## config.mk

```make
export PLATFORM = sky130hd
export DESIGN_NAME = idli_uart_tx
export DESIGN_NICKNAME = d
export VERILOG_FILES = /design/src/rtl/idli_uart_tx.sv
export SDC_FILE = /design/constraint.sdc
export NUM_CORES = 1
export LEC_CHECK = 0
export ABC_AREA = 0
export CORE_AREA = 2 2 99 101
export DETAILED_ROUTE_END_ITERATION = 16
export DIE_AREA = 0 0 101 103
export HOLD_SLACK_MARGIN = 0.03
export PLACE_DENSITY_LB_ADDON = 0.05
export SYNTH_ARGS = -nofsm -noshare
export SYNTH_HDL_FRONTEND = slang
export SYNTH_SLANG_ARGS = --single-unit
export TNS_END_PERCENT = 20
```

## constraint.sdc

```tcl
create_clock -name i_clk -period 2.3 [get_ports i_clk]
set_clock_uncertainty 0.05 [all_clocks]
set_input_delay 0.46 -clock i_clk [delete_from_list [all_inputs] [get_ports i_clk]]
set_output_delay 0.46 -clock i_clk [all_outputs]
set_load 0.02 [all_outputs]
```

## src/rtl/idli_uart_tx.sv

```systemverilog
// idli_uart_tx: transmit end of the core's UART path.
//   Assembles a 16-bit word from four 4-bit slices (slice 0 = bits [3:0]),
//   queues completed words in a small FIFO, and sends each word as two
//   UART frames, low byte first, on o_tx.
//
// Parameters
//   CLKS_PER_BIT  clock cycles per UART bit (>= 2)
//   FIFO_DEPTH    words buffered (power of two, >= 2)
//
// Ports
//   i_clk       clock
//   i_rst       synchronous active-high reset
//   i_ctr       core slice counter, 0..3 selects the slice
//   i_wr_en     core writes this instruction's result (held all 4 cycles)
//   i_wr_slice  data slice for the current i_ctr
//   o_wr_ready  FIFO can take a word (sampled by the core at i_ctr==0)
//   o_tx        serial output, idle high
//   o_busy      FIFO non-empty or a frame in progress
//   o_overflow  one-cycle pulse when a word is dropped
//
// Build option
//   IDLI_UART_TX_PARITY_EN  adds an even-parity bit after the data (8E1)
//   otherwise 8N1.
//
// state  | meaning
// IDLE   | line high, waiting for a queued word
// START  | start bit (low)
// DATA   | 8 data bits, LSB first
// PARITY | even parity bit (parity build only)
// STOP   | stop bit (high), then next byte, next word or IDLE

module idli_uart_tx #(
    parameter int CLKS_PER_BIT = 16,
    parameter int FIFO_DEPTH   = 4
) (
    input  logic       i_clk,
    input  logic       i_rst,
    input  logic [1:0] i_ctr,
    input  logic       i_wr_en,
    input  logic [3:0] i_wr_slice,
    output logic       o_wr_ready,
    output logic       o_tx,
    output logic       o_busy,
    output logic       o_overflow
);

    localparam int PW = $clog2(FIFO_DEPTH);
    localparam int CW = PW + 1;
    localparam int BW = $clog2(CLKS_PER_BIT);

    typedef enum logic [2:0] {
        S_IDLE, S_START, S_DATA, S_PARITY, S_STOP
    } state_t;

    state_t          state;
    logic [BW-1:0]   baud;
    logic [2:0]      bit_cnt;
    logic            byte_sel;
    logic [15:0]     shreg;
`ifdef IDLI_UART_TX_PARITY_EN
    logic            par;
`endif

    logic [11:0]     asm_lo;
    logic            accept;
    logic            word_ok;

    logic [15:0]     mem [FIFO_DEPTH];
    logic [PW-1:0]   wr_ptr;
    logic [PW-1:0]   rd_ptr;
    logic [CW-1:0]   count;
    logic [CW-1:0]   count_next;

    logic            baud_end;
    logic            push;
    logic            pop;
    logic [15:0]     fifo_rd;

    assign baud_end = (baud == BW'(CLKS_PER_BIT - 1));
    // Slice 3 goes straight into the FIFO, so only the lower 12 bits are held.
    assign push     = i_wr_en && (i_ctr == 2'd3) && word_ok && accept;
    // A word leaves the FIFO from IDLE, or directly at the end of the second
    // stop bit so consecutive words go out with no idle gap.
    assign pop      = (count != '0) &&
                      ((state == S_IDLE) || ((state == S_STOP) && baud_end && byte_sel));
    assign fifo_rd  = mem[rd_ptr];
    assign o_busy   = (count != '0) || (state != S_IDLE);

    // Word capture
    always_ff @(posedge i_clk) begin
        if (i_rst) begin
            asm_lo     <= '0;
            accept     <= 1'b0;
            word_ok    <= 1'b0;
            o_overflow <= 1'b0;
        end else begin
            o_overflow <= 1'b0;
            unique case (i_ctr)
                2'd0: begin
                    word_ok <= i_wr_en;
                    if (i_wr_en) begin
                        accept      <= o_wr_ready;
                        asm_lo[3:0] <= i_wr_slice;
                    end
                end
                2'd1: begin
                    if (i_wr_en) asm_lo[7:4] <= i_wr_slice;
                    else         word_ok     <= 1'b0;
                end
                2'd2: begin
                    if (i_wr_en) asm_lo[11:8] <= i_wr_slice;
                    else         word_ok      <= 1'b0;
                end
                2'd3: begin
                    if (i_wr_en && word_ok && !accept) o_overflow <= 1'b1;
                    word_ok <= 1'b0;
                end
            endcase
        end
    end

    // FIFO
    always_comb begin
        count_next = count;
        if (push && !pop)      count_next = count + 1'b1;
        else if (!push && pop) count_next = count - 1'b1;
    end

    always_ff @(posedge i_clk) begin
        if (push) mem[wr_ptr] <= {i_wr_slice, asm_lo};
    end

    always_ff @(posedge i_clk) begin
        if (i_rst) begin
            wr_ptr     <= '0;
            rd_ptr     <= '0;
            count      <= '0;
            o_wr_ready <= 1'b1;
        end else begin
            if (push) wr_ptr <= wr_ptr + 1'b1;
            if (pop)  rd_ptr <= rd_ptr + 1'b1;
            count      <= count_next;
            o_wr_ready <= (count_next < CW'(FIFO_DEPTH));
        end
    end

    // Transmit FSM; baud only leaves zero inside a bit, so it restarts on
    // every state change.
    always_ff @(posedge i_clk) begin
        if (i_rst) begin
            state    <= S_IDLE;
            o_tx     <= 1'b1;
            baud     <= '0;
            bit_cnt  <= '0;
            byte_sel <= 1'b0;
            shreg    <= '0;
`ifdef IDLI_UART_TX_PARITY_EN
            par      <= 1'b0;
`endif
        end else begin
            baud <= baud_end ? '0 : baud + 1'b1;
            case (state)
                S_IDLE: begin
                    baud <= '0;
                    if (pop) begin
                        shreg    <= fifo_rd;
                        byte_sel <= 1'b0;
                        state    <= S_START;
                        o_tx     <= 1'b0;
                    end
                end
                S_START: begin
                    if (baud_end) begin
                        state   <= S_DATA;
                        o_tx    <= shreg[0];
                        bit_cnt <= '0;
`ifdef IDLI_UART_TX_PARITY_EN
                        par     <= 1'b0;
`endif
                    end
                end
                S_DATA: begin
                    if (baud_end) begin
                        // After the eighth shift the high byte sits in [7:0].
                        shreg <= {1'b0, shreg[15:1]};
`ifdef IDLI_UART_TX_PARITY_EN
                        par   <= par ^ o_tx;
`endif
                        if (bit_cnt == 3'd7) begin
`ifdef IDLI_UART_TX_PARITY_EN
                            state <= S_PARITY;
                            o_tx  <= par ^ o_tx;
`else
                            state <= S_STOP;
                            o_tx  <= 1'b1;
`endif
                        end else begin
                            bit_cnt <= bit_cnt + 1'b1;
                            o_tx    <= shreg[1];
                        end
                    end
                end
`ifdef IDLI_UART_TX_PARITY_EN
                S_PARITY: begin
                    if (baud_end) begin
                        state <= S_STOP;
                        o_tx  <= 1'b1;
                    end
                end
`endif
                S_STOP: begin
                    if (baud_end) begin
                        if (!byte_sel) begin
                            byte_sel <= 1'b1;
                            state    <= S_START;
                            o_tx     <= 1'b0;
                        end else if (pop) begin
                            shreg    <= fifo_rd;
                            byte_sel <= 1'b0;
                            state    <= S_START;
                            o_tx     <= 1'b0;
                        end else begin
                            state <= S_IDLE;
                            o_tx  <= 1'b1;
                        end
                    end
                end
                default: begin
                    state <= S_IDLE;
                    o_tx  <= 1'b1;
                end
            endcase
        end
    end

endmodule

```

### Yosys cells after proc, flatten, opt, wreduce, memory -nomap -nowiden

Memories as Yosys holds them, arrays and structs flattened. A register that Yosys moved wholly into a read port is not among the register bits.
Index checks and enable logic that the tools add are counted.

* add/sub/neg operators: 6
* magnitude comparators: 1
* equality and inequality tests: 16
* multiplexer cells: 37
* bitwise gates (word level): 1
* reduce and logical (&&, ||, !) cells: 33

Operator list (count)
* 16-bit two-way mux: 4
* 16-bit case mux with 3 select lines: 1
* 3-bit two-way mux: 10
* 2-bit inequality test, second input constant: 8
* 1-bit two-way mux: 15
* 3-bit case mux with 4 select lines: 1
* 4-bit AND reduction: 3
* 1-bit logical AND: 10
* 3-bit nonzero test: 3
* 3-bit by 1-bit adder with 3-bit output, second input constant: 2
* 3-bit == test, second input constant: 2
* 3-bit case mux with 2 select lines: 1
* 2-bit AND reduction: 3
* 5-bit AND reduction: 1
* 2-bit by 1-bit adder with 2-bit output, second input constant: 2
* 4-bit by 1-bit adder with 4-bit output, second input constant: 1
* 2-bit == test, second input constant: 2
* 4-bit == test, second input constant: 1
* 2-bit two-way mux: 2
* 1-bit case mux with 4 select lines: 1
* 2-bit nonzero test: 2
* 2-bit OR reduction: 2
* 3-bit by 1-bit == test with 1-bit output, second input constant: 1
* 3-bit by 2-bit == test with 1-bit output, second input constant: 1
* 12 further kinds: 15

* flip-flop bits (word level): 51
* RAM bits: 64
* input port bits: 9
* output and inout port bits: 4
* word-level logic and storage cells: 111
* memories: 1

Memories
* mem: words 4, bits a word 16, read ports 1, clocked after Yosys merged registers in 1, wr ports 1, RTL line 68 `logic [15:0] mem [FIFO_DEPTH];`

### Depth between registers and ports, before layout

Gate-level depths: netlist of run 1.

* depth after elaboration: 9
* mapped depth: 10
* mapped depth without buffers: 10

### Worst setup path before layout of run 1

Ideal clock, no wire load.

* kind: register to register
* start point: reg count[0]
* end point: reg count[2]
* setup time: 0.060 ns
* data arrival time: 2.062 ns
* required time: 2.190 ns
* slack: 0.129 ns
* cell stages (with the launch flop): 10
* buffers on the path: 0
* clock period less this slack: 2.171 ns
* path through: dfxtp_1 -> inv_1 -> ha_1 -> and2b_2 -> a2111oi_4 -> inv_1 -> ha_1 -> o21ai_0 -> xor2_1 -> and2_1

* longest elaborated chain between the ends: 5
* elaborated cells on any way between the ends: 9
* those cells by class: add/sub (2); mux (2); reduce/logical (5)

Ends and longest elaborated chain
* start, declared: RTL line 71 `logic [CW-1:0] count;`
* start signal, assigned: RTL line 142 `count <= count_next;`
* 3-bit nonzero test *: RTL line 84 `assign pop = (count != '0) &&`
* 1-bit logical AND *: RTL line 84
* named net pop: RTL line 76 `logic pop;`
* 1-bit logical AND or 1-bit zero test (tied branches): RTL line 126, 125
* 3-bit two-way mux or 1-bit logical AND (tied branches): RTL line 126, 125
* 3-bit two-way mux *: RTL line 125 `if (push && !pop) count_next = count + 1'b1;`

Mark *: on every way through the listed nets, which the timed path passes. The rest lies on a longest branch.
A chain may end at the register's enable or synchronous reset.

### Worst setup path in the final report of run 1

* start point: reg count[1]
* end point: out o_busy

* longest elaborated chain between the ends: 2

Ends and longest elaborated chain
* 3-bit nonzero test: RTL line 87 `assign o_busy = (count != '0) || (state != S_IDLE);`
* 1-bit logical OR: RTL line 87
* end, declared: RTL line 43 `output logic o_busy,`

No other way between the ends.

==> results of run 1 <==
==> sequential cells by signal, summed over array words and instances (netlist names), named ones only <==
signal / cells
rd_ptr: 2
o_overflow: 1
accept: 1
byte_sel: 1
state: 3
count: 3
mem: 64
word_ok: 1
o_tx: 1
shreg: 16
wr_ptr: 2
asm_lo: 12
o_wr_ready: 1
baud: 4
bit_cnt: 3
==> worst reg2reg max path, delay by kind of cell (launching register included) <==
kind            cells  cell delay (ps)
simple gates        2              300
xor+xnor            1              190
buf+inv             1               80
fa+ha+maj           2              410
flops               1              350
compound gates      2              680
==> layout by cell type (no fill, tap or decap), types with 2 or more instances in the layout <==
cell                              count
sky130_fd_sc_hd__mux2i_1             16
sky130_fd_sc_hd__o311a_1             15
sky130_fd_sc_hd__a31oi_1              3
sky130_fd_sc_hd__nand2_1             29
sky130_fd_sc_hd__xnor2_1              2
sky130_fd_sc_hd__inv_6                4
sky130_fd_sc_hd__nand4_1              3
sky130_fd_sc_hd__clkbuf_16           16
sky130_fd_sc_hd__clkinvlp_4           3
sky130_fd_sc_hd__mux2_2               2
sky130_fd_sc_hd__or3b_1               2
sky130_fd_sc_hd__nor3b_1              2
sky130_fd_sc_hd__mux4_2              16
sky130_fd_sc_hd__o21ai_1             14
sky130_fd_sc_hd__and2_1               6
sky130_fd_sc_hd__nand3_1             15
sky130_fd_sc_hd__clkdlybuf4s50_1     11
sky130_fd_sc_hd__nor2_1              16
sky130_fd_sc_hd__xor2_1               2
sky130_fd_sc_hd__nor3_1               8
sky130_fd_sc_hd__edfxtp_1            64
sky130_fd_sc_hd__bufinv_16            3
sky130_fd_sc_hd__dfxtp_1             53
sky130_fd_sc_hd__buf_12               6
sky130_fd_sc_hd__clkinv_4             4
sky130_fd_sc_hd__a2111oi_4            2
sky130_fd_sc_hd__a211oi_1             2
sky130_fd_sc_hd__o21ai_0              5
sky130_fd_sc_hd__ha_1                15
sky130_fd_sc_hd__a22oi_1              2
sky130_fd_sc_hd__a21oi_1             19
sky130_fd_sc_hd__inv_1               12
sky130_fd_sc_hd__nand2b_1             4
sky130_fd_sc_hd__buf_4               25
==> where the power goes <==
| part | internal [mW] | total [mW] | switching [mW] | leakage, nW |
|---|---|---|---|---|
| registers | 2.39 | 2.52 | 0.127 | 1.02 |
| clock network | 1.68 | 2.64 | 0.969 | 0.288 |
| logic | 0.805 | 1.59 | 0.780 | 0.961 |
==> path summary, 6_finish.rpt <==
path / start / endpoint / slack (ps) / cells after the start
min reg2reg: baud[0] / baud[0] / 400 / 1
min: baud[0] / baud[0] / 400 / 1
max reg2reg: baud[0] / count[2] / 190 / 8
max: count[1] / o_busy / 150 / 6
==> area by class of cell <==
type | count | area (µm²) | share of cell area
Timing Repair Buffer | 43 | 428 | 0.0709
Multi-Input combinational cell | 221 | 1830 | 0.303
Tap cell | 114 | 143 | 0.0236
Inverter | 12 | 45.0 | 0.00746
Sequential cell | 117 | 2980 | 0.494
Clock inverter | 15 | 194 | 0.0321
Clock buffer | 17 | 414 | 0.0686
==> logic make-up (layout without fill, tap and decap cells) <==
family          after synthesis  count (layout)  synth area share
flops                       117             117             0.597
simple gates                 95              95             0.101
compound gates               72              72             0.106
buf+inv                      38              87            0.0408
mux                          34              34             0.109
fa+ha+maj                    16              16            0.0400
xor+xnor                      4               4           0.00701
==> layer usage <==
| metal | GRT usage | vias up |
|---|---|---|
| li1 | - | 1496 |
| met3 | 0.0522 | 8 |
| met5 | 0 | - |
| met2 | 0.308 | 50 |
| met1 | 0.260 | 1470 |
| met4 | 0.0530 | 0 |
==> repair_timing <==
action | in CTS | in global routing
hold buffers | 0 | 0
gates resized for setup | 2 | 3
pin swaps | 1 | 0
setup endpoints to repair | 1 | 3
hold endpoints to repair | 0 | 0
==> reports/qor.csv, run 1 <==
stage;metric;value;unit
logic_synthesis;yosys.area.top_type_share;0.384;
logic_synthesis;syn-instance-count;376;
placement;gp_routability_congestion;0.786;
logic_synthesis;synth_top_cells_by_count;64 x sky130_fd_sc_hd__edfxtp_1, 53 x sky130_fd_sc_hd__dfxtp_1, 29 x sky130_fd_sc_hd__nand2_1, 19 x sky130_fd_sc_hd__a21oi_1;
floorplanning;initial_cell_density_of_the_core;0.528;
cts;numClockSinks;117;
cts;clk_pin_slew;60;ps
routing;wire_length_per_cell;16.9;µm
sta;hold_slack;396;ps
sta;finalSetupViolCount;0;
routing;routed_wl_met2;4370;µm
finish;post-route-util;0.638;
sta;max-slew-margin-rel;0.560;
placement;buffer_ports.inserted;12;
global_routing;gr-total-overflow;0;
routing;number_of_routed_nets_with_antenna_violations;0;
floorplanning;core;0.00946;mm²
floorplanning;fp.dieArea;0.0104;mm²
logic_synthesis;yosys-top-cells-area;sky130_fd_sc_hd__edfxtp_1 38%, sky130_fd_sc_hd__dfxtp_1 21%, sky130_fd_sc_hd__mux4_2 7.2%;
job;max_cap_violations;0;
cts;worstSkewPairLatency;500;ps
sta;actual_transition_at_the_worst_max_transition_pin;660;ps
cts;cts_root_buffer;sky130_fd_sc_hd__clkbuf_8;
setup_path;worstSetupEndpointType;primary output;
global_routing;first_global_vias;2879;
logic_synthesis;yosysSeqAreaShare;0.597;
placement;place.detailed.hpwl;5970;µm
finish;filler_cell_count;731;
status;run_status;finished, final reports clean;
worst_hold_path;timing.hold.worst.class;reg -> reg;
sta;final_period_minus_worst_setup_slack;2150;ps
setup_path;crit_path_max_cell_delay;310;ps
routing;drt-vias-per-instance;5.61;
setup_path;worst-path-max-fanout;5;
placement;worst_setup_slack_post_dpl;49.5;ps
floorplanning;die_h;103;µm
routing;drt_drc_violations_left;0;
setup_path;criticalPathCategory;reg -> out;
logic_synthesis;syn_area_per_cell;13.3;µm²
sta;fmax;465;MHz
cts;cts_post_setup_buffers_inserted;0;
floorplanning;die_width;101;µm
floorplanning;io-pin-count;13;
routing;detailroute.via_count;3024;
setup_path;crit_family;buffers and inverters;
logic_synthesis;asr_flop_ratio_synth;0;
power;leakage_power_summed_over_all_cells;2.27;nW
finish;drive_gt1_frac;0.221;
global_routing;grt_pass1_wl;14800;µm
setup_path;timing.critical_path.required;1790;ps
routing;routed-wl-met3;403;µm
global_routing;track_usage;0.192;
finish;layout-area-overhead-vs-synth;20.8;%
finish;postLayoutCellArea;0.00604;mm²
logic_synthesis;synth.cell_area;0.00500;mm²
routing;highest_metal_layer_used_by_the_detailed_router;met4;
logic_synthesis;ys.warnings.count;0;
finish;layout.cells.non_filler;539;
routing;detailedRoute.firstPassIterationCount;4;
sta;final_number_of_hold_violating_endpoints;0;
finish;insertedDiodeCount;0;
logic_synthesis;synth_edf_count;64;
global_routing;number_of_antenna_violations_at_the_first_check_in_global_routing;0;
cts;clk_path_buf_depth;2;
cts;cts_tree;built;
sta;timing.final.crit_share;0.934;
finish;nNetsFinal;437;
logic_synthesis;synth_cell_types;51;
power;ir_worst_vdd;0.000667;V
global_routing;grt_max_degree;33;
power;report.power.total;6.75;mW
setup_path;start_kind;flop;
logic_synthesis;syn_nets;401;
setup_path;arrival;1640;ps
power;power_per_cell_area;1120;mW/mm²
setup_path;path_buf_inv;2;
logic_synthesis;yosysMostFrequentCell;sky130_fd_sc_hd__edfxtp_1;
sta;final.setup.tns;0;ps
sta;rsz0062_at_grt;false;
routing;routedLengthMet1;4290;µm
logic_synthesis;yosys.area.top_type;sky130_fd_sc_hd__edfxtp_1;
logic_synthesis;dominantRegCellSynth;sky130_fd_sc_hd__edfxtp_1;
cts;number_of_buffers_added_by_the_clock_tree_synthesis_step;17;
setup_path;critical-path-slowest-cell;sky130_fd_sc_hd__dfxtp_1;
placement;post-place-cells;507;
sta;slew_violations;0;
placement;dpl-instance-area;0.00541;mm²
cts;cts_h_tree_lvls;4;
setup_path;timing.critical_path.cells;inv_1 > ha_4 > nand2b_4 > nor2_1 > nand2_1 > clkdlybuf4s15_1;
floorplanning;placementRows;36;
sta;worst_slack;151;ps
routing;routed_wl;9110;µm
routing;drt_iter0_markers;218;
logic_synthesis;synth.ff_latch_count;117;
Power figures use the tool's default switching activity.
==> run 2, diff against run 1 <==
--- a/config.mk
+++ b/config.mk
@@ -8,5 +8,6 @@
 export ABC_AREA = 0
-export CORE_AREA = 2 2 99 101
+export CORE_AREA = 2 2 97 99
 export DETAILED_ROUTE_END_ITERATION = 16
-export DIE_AREA = 0 0 101 103
+export DIE_AREA = 0 0 99 101
+export DONT_BUFFER_PORTS = 1
 export HOLD_SLACK_MARGIN = 0.03
==> constraint.sdc (replaced) <==
create_clock -name i_clk -period 2.3 [get_ports i_clk]
set_clock_uncertainty 0.05 [all_clocks]
set_input_delay 0.23 -clock i_clk [delete_from_list [all_inputs] [get_ports i_clk]]
set_output_delay 0.23 -clock i_clk [all_outputs]
set_load 0.02 [all_outputs]
==> reports/qor.csv, run 2 (synthesized netlist as in run 1, its figures left out) <==
stage;metric;value;unit;change
floorplanning;die_width;99;µm;-2.0%
cts;numClockSinks;117;;unchanged
finish;layout_commonest_cell;sky130_fd_sc_hd__edfxtp_1;;
power;ir_worst_vdd;0.000522;V;-22%
setup_path;crit_path_max_cell_delay;340;ps;+30 ps
routing;drt-vias-per-instance;5.86;;+4.5%
floorplanning;initial_cell_density_of_the_core;0.557;;+0.0284
global_routing;number_of_antenna_violations_at_the_first_check_in_global_routing;0;;unchanged
placement;gp_routability_congestion;0.723;;-8.0%
setup_path;path_buf_inv;2;;unchanged
finish;insertedDiodeCount;0;;unchanged
routing;drt_iter0_markers;180;;-17%
cts;cts_h_tree_lvls;4;;unchanged
setup_path;arrival;2410;ps;+770 ps
setup_path;start_kind;flop;;
floorplanning;placementRows;35;;-2.8%
cts;cts_root_buffer;sky130_fd_sc_hd__clkbuf_8;;
setup_path;critical-path-slowest-cell;sky130_fd_sc_hd__dfxtp_1;;
sta;final_period_minus_worst_setup_slack;2110;ps;-38.1 ps
finish;nNetsFinal;417;;-4.6%
sta;worst_slack;189;ps;+38.1 ps
floorplanning;io-pin-count;13;;unchanged
worst_hold_path;timing.hold.worst.class;in -> reg;;
placement;post-place-cells;477;;-5.9%
finish;flip_flop_count_of_the_largest_register_all_copies_and_words_added;64;;unchanged
routing;routed-wl-met3;475;µm;+18%
global_routing;grt_max_degree;33;;unchanged
sta;final.setup.tns;0;ps;unchanged
sta;timing.final.crit_share;0.918;;-0.0165
finish;commonest_cells_after_routing_fill_and_taps_aside;64 x sky130_fd_sc_hd__edfxtp_1, 53 x sky130_fd_sc_hd__dfxtp_1, 29 x sky130_fd_sc_hd__nand2_1, 19 x sky130_fd_sc_hd__a21oi_1;;
setup_path;worst-path-max-fanout;5;;unchanged
routing;drt_drc_violations_left;0;;unchanged
sta;slew_violations;0;;unchanged
power;share_comb_of_total_power;0.208;;-0.027
sta;max-slew-margin-rel;0.532;;-0.0283
finish;layout-area-overhead-vs-synth;16.0;%;
cts;cts_tree;built;;
setup_path;timing.critical_path.cells;inv_1 > ha_1 > and2b_2 > a2111oi_4 > inv_1 > ha_1 > o21ai_1 > xor2_1 > nand2_1;;
cts;number_of_buffers_added_by_the_clock_tree_synthesis_step;17;;unchanged
setup_path;worstRegToRegCells;9;;+1
worst_hold_path;worstHoldPathCells;3;;+2
cts;worstSkewPairLatency;490;ps;about the same
global_routing;first_global_vias;3050;;+5.9%
cts;clk_pin_slew;60;ps;about the same
setup_path;worstSetupEndpointType;flop;;
power;report.power.total;6.52;mW;-3.4%
placement;buffer_ports.inserted;0;;-12
global_routing;gr-total-overflow;0;;unchanged
sta;actual_transition_at_the_worst_max_transition_pin;701;ps;+41.7 ps
cts;cts_post_setup_buffers_inserted;0;;unchanged
finish;post-route-util;0.646;;+0.00749
finish;drive_gt1_frac;0.193;;-0.0286
power;power_switching_share;0.285;;+0.00685
finish;largest-register;mem;;
power;power_per_cell_area;1120;mW/mm²;+0.65%
placement;place.detailed.hpwl;5720;µm;-4.3%
setup_path;cp.depth;9;;+3
power;leakage_power_summed_over_all_cells;2.17;nW;-4.2%
global_routing;track_usage;0.205;;+0.0134
sta;rsz0062_at_grt;false;;
floorplanning;core;0.00898;mm²;-5.1%
cts;clk_path_buf_depth;2;;unchanged
floorplanning;fp.dieArea;0.0100;mm²;-3.9%
setup_path;crit_family;compound AO/OA/AOI/OAI gates;;
sta;finalSetupViolCount;0;;unchanged
floorplanning;die_h;101;µm;-1.9%
global_routing;grt_pass1_wl;15600;µm;+5.4%
finish;filler_cell_count;684;;-6.4%
routing;detailroute.via_count;3025;;+0.033%
placement;worst_setup_slack_post_dpl;20.9;ps;-28.7 ps
status;run_status;finished, final reports clean;;
power;p_int;4.66;mW;-4.3%
power;seq_pwr_share;0.393;;+0.020
routing;routed_wl_met2;4410;µm;+0.94%
routing;routedLengthMet1;4320;µm;+0.70%
job;max_cap_violations;0;;unchanged
finish;reg.largest.list;mem x64, shreg x16, asm_lo x12;;
power;p_switching;1.86;mW;-0.97%
setup_path;criticalPathCategory;reg -> reg;;
sta;final_number_of_hold_violating_endpoints;0;;unchanged
power;pwr-share-clk;0.399;;+0.007
setup_path;timing.critical_path.required;2600;ps;+810 ps
routing;highest_metal_layer_used_by_the_detailed_router;met4;;
routing;detailedRoute.firstPassIterationCount;4;;unchanged
routing;wire_length_per_cell;18.0;µm;+6.3%
finish;layout.cells.non_filler;516;;-4.3%
sta;fmax;474;MHz;+1.8%
routing;number_of_routed_nets_with_antenna_violations;0;;unchanged
routing;routed_wl;9270;µm;+1.7%
[run 2: cell types whose count changed in the layout (fill, tap and decap cells not counted), sizes merged]
cell	previous run	this run
clkbuf	17	18
inv	17	19
clkdlybuf4s15	1	0
clkinvlp	3	0
dlygate4sd3	0	6
clkinv	4	5
buf	31	17
clkdlybuf4s50	11	0
bufinv	3	2
[run 2: cell type report]
class,instances,area (µm²),area share
flip-flops and latches,117,2980,0.514
multi-input cells,221,1810,0.312
clock buffers,18,428,0.0738
repair buffers,23,225,0.0388
well taps,111,139,0.0240
inverters,12,45.0,0.00777
clock inverters,14,166,0.0287
[run 2: final timing paths]
| kind | start | to | slack (ps) |
|---|---|---|---|
| worst min register to register | baud[0] | baud[0] | 400 |
| worst max register to register | count[1] | o_wr_ready | 190 |
| worst min-delay path | i_ctr[1] | o_overflow | 60 |
| worst max-delay path | count[1] | o_wr_ready | 190 |
[run 2: what timing repair did]
action,CTS,global route
resized for setup,0,1
hold buffers,7,0
endpoints found under the setup margin,0,3
endpoints found under the hold margin,51,0
[run 2: per-layer routing]
metal,up-vias,GRT usage
met2,65,0.323
met5,-,0
met4,0,0.0695
met1,1500,0.281
li1,1456,-
met3,4,0.0527
[run 2: worst min-delay path, cell delays in order]
cell,delay (ps)
sky130_fd_sc_hd__ha_1,190
sky130_fd_sc_hd__nand3_1,90
sky130_fd_sc_hd__nor3_1,40
[run 2: through the flow]
stage	hold WS, ps	instance area (µm²)
after floorplan	279	5000
after global routing	43.4	5800
after global placement	249	5120
after CTS	45.5	5800
after detailed placement	248	5120
final	55.7	5800
[run 2: power by group through the flow]
stage,clock (mW),sequential [mW],combinational [mW]
3_3_place_gp,0,2.60,1.30
6_report,2.60,2.56,1.36
5_1_grt,2.74,2.59,1.50
2_1_floorplan,0,2.55,1.16
3_5_place_dp,0,2.60,1.33
4_1_cts,2.65,2.56,1.37
==> run 3, diff against run 2 <==
Settings changed: CELL_PAD_IN_SITES_DETAIL_PLACEMENT from default to 1, CELL_PAD_IN_SITES_GLOBAL_PLACEMENT from default to 2, CORE_AREA 2 2 97 99 to 2 2 114 116, DIE_AREA 0 0 99 101 to 0 0 116 118.
==> reports/qor.csv, run 3 (synthesized netlist as in run 1, its figures left out) <==
stage;metric;value;unit;change
placement;place.detailed.hpwl;6560;µm;+15%
floorplanning;core;0.0124;mm²;+38%
setup_path;criticalPathCategory;reg -> reg;;
placement;gp_routability_congestion;0.696;;-3.7%
routing;drt_drc_violations_left;0;;unchanged
setup_path;start_kind;flop;;
routing;drt_iter0_markers;108;;-40%
placement;buffer_ports.inserted;0;;unchanged
power;ir_worst_vdd;0.000485;V;-7.2%
setup_path;critical-path-slowest-cell;sky130_fd_sc_hd__dfxtp_1;;
cts;cts_root_buffer;sky130_fd_sc_hd__clkbuf_16;;
sta;actual_transition_at_the_worst_max_transition_pin;742;ps;+40.8 ps
floorplanning;die_h;118;µm;+17%
setup_path;timing.critical_path.cells;inv_1 > ha_1 > and2b_2 > a2111oi_4 > inv_1 > ha_1 > nand2_1 > o21ai_2 > xor2_1 > and2_1;;
global_routing;track_usage;0.171;;-0.0339
cts;numClockSinks;117;;unchanged
sta;max-slew-margin-rel;0.505;;-0.0272
finish;postLayoutCellArea;0.00587;mm²;+1.3%
setup_path;worstSetupEndpointType;flop;;
cts;cts_tree;built;;
global_routing;number_of_antenna_violations_at_the_first_check_in_global_routing;0;;unchanged
routing;routed_wl;10500;µm;+14%
global_routing;grt_max_degree;33;;unchanged
job;max_cap_violations;0;;unchanged
floorplanning;placementRows;41;;+17%
finish;layout-area-overhead-vs-synth;17.5;%;
sta;final_number_of_hold_violating_endpoints;0;;unchanged
setup_path;crit_path_max_cell_delay;340;ps;about the same
cts;worstSkewPairLatency;410;ps;-80 ps
finish;largest-register;mem;;
power;report.power.total;6.49;mW;-0.55%
sta;finalSetupViolCount;0;;unchanged
floorplanning;initial_cell_density_of_the_core;0.403;;-0.154
power;power_per_cell_area;1100;mW/mm²;-1.8%
routing;detailedRoute.firstPassIterationCount;6;;+2
power;leakage_power_summed_over_all_cells;2.15;nW;-0.94%
placement;dpl-instance-area;0.00521;mm²;+1.6%
sta;slew_violations;0;;unchanged
finish;flip_flop_count_of_the_largest_register_all_copies_and_words_added;64;;unchanged
finish;insertedDiodeCount;0;;unchanged
setup_path;timing.critical_path.required;2550;ps;-50 ps
routing;wire_length_per_cell;18.2;µm;+1.2%
global_routing;first_global_vias;3167;;+3.8%
routing;detailroute.via_count;3007;;-0.60%
floorplanning;fp.dieArea;0.0137;mm²;+37%
routing;number_of_routed_nets_with_antenna_violations;0;;unchanged
status;run_status;finished, final reports clean;;
finish;reg.largest.list;mem x64, shreg x16, asm_lo x12;;
sta;final_period_minus_worst_setup_slack;2070;ps;-38.6 ps
global_routing;gr-total-overflow;0;;unchanged
finish;commonest_cells_after_routing_fill_and_taps_aside;64 x sky130_fd_sc_hd__edfxtp_1, 53 x sky130_fd_sc_hd__dfxtp_1, 29 x sky130_fd_sc_hd__nand2_1, 19 x sky130_fd_sc_hd__a21oi_1, 17 x sky130_fd_sc_hd__clkbuf_16;;
global_routing;grt_pass1_wl;17300;µm;+11%
worst_hold_path;timing.hold.worst.class;in -> reg;;
cts;number_of_buffers_added_by_the_clock_tree_synthesis_step;17;;unchanged
finish;layout_commonest_cell;sky130_fd_sc_hd__edfxtp_1;;
cts;clk_path_buf_depth;2;;unchanged
floorplanning;io-pin-count;13;;unchanged
floorplanning;die_width;116;µm;+17%
cts;cts_h_tree_lvls;4;;unchanged
sta;final.setup.tns;0;ps;unchanged
sta;timing.final.crit_share;0.901;;-0.0168
setup_path;arrival;2320;ps;-90 ps
finish;nNetsFinal;419;;+0.48%
routing;drt-vias-per-instance;5.19;;-11%
finish;drive_gt1_frac;0.194;;+0.00151
setup_path;worst-path-max-fanout;5;;unchanged
sta;fmax;483;MHz;+1.9%
cts;clk_pin_slew;50;ps;about the same
## run 3: cell types whose count changed in the layout (fill, tap and decap cells not counted), sizes merged
| cell | change |
|---|---|
| buf | +2 |
| clkinvlp | +5 |
| clkbuf | +4 |
| inv | -6 |
| clkinv | -2 |
| bufinv | -1 |
## run 3: worst paths after layout
kind | end | start | cells after the start | slack, ps
setup / recovery | count[2] | count[1] | 10 | 230
hold / removal | shreg[15] | i_rst | 2 | 30
setup reg to reg | count[2] | count[1] | 10 | 230
hold reg to reg | baud[0] | baud[0] | 1 | 400
## run 3: per-stage QoR
stage               instances  hold slack [ps]  setup slack, ps   util
floorplan                 376              279              129      -
CTS                       578             30.2             8.68  0.472
global route              579             30.1            -18.4  0.473
finish                    579             32.0              228  0.473
detailed placement        539              253             46.0  0.419
global placement          539              249             71.1  0.419
## run 3: routing by layer
metal	vias to the layer above	wire length, µm	global-route usage
li1	1456	-	-
met1	1500	5210	0.236
met2	35	4830	0.255
met3	16	314	0.0463
met4	0	169	0.0714
met5	-	0	0
## run 3: report_power, final
part           internal (mW)  switching (mW)
registers               2.39           0.162
logic                  0.693           0.737
clock network           1.57           0.929
## run 3: cell type report
cell class              instances  area, µm²
clock buffers                  22        474
repair buffers                 25        240
clock inverters                10       98.8
flip-flops and latches        117       2980
fillers                      1289       6540
multi-input cells             221       1820
well taps                     172        215
inverters                      12       45.0
## run 3: worst max-delay path, delay by kind of cell, from the launching register on
family,cells,cell delay [ps]
AO/OA/AOI/OAI,2,320
AND/OR/NAND/NOR,3,500
flip-flops,1,340
XOR/XNOR,1,150
buffers and inverters,2,160
adder cells (fa/ha/maj),2,450
## run 3: what timing repair did
| item | in CTS | in global routing |
|---|---|---|
| setup endpoints to repair | 0 | 3 |
| gates resized for setup | 0 | 2 |
| hold buffers | 7 | 0 |
| setup buffers | 0 | 1 |
| hold endpoints to repair | 51 | 0 |
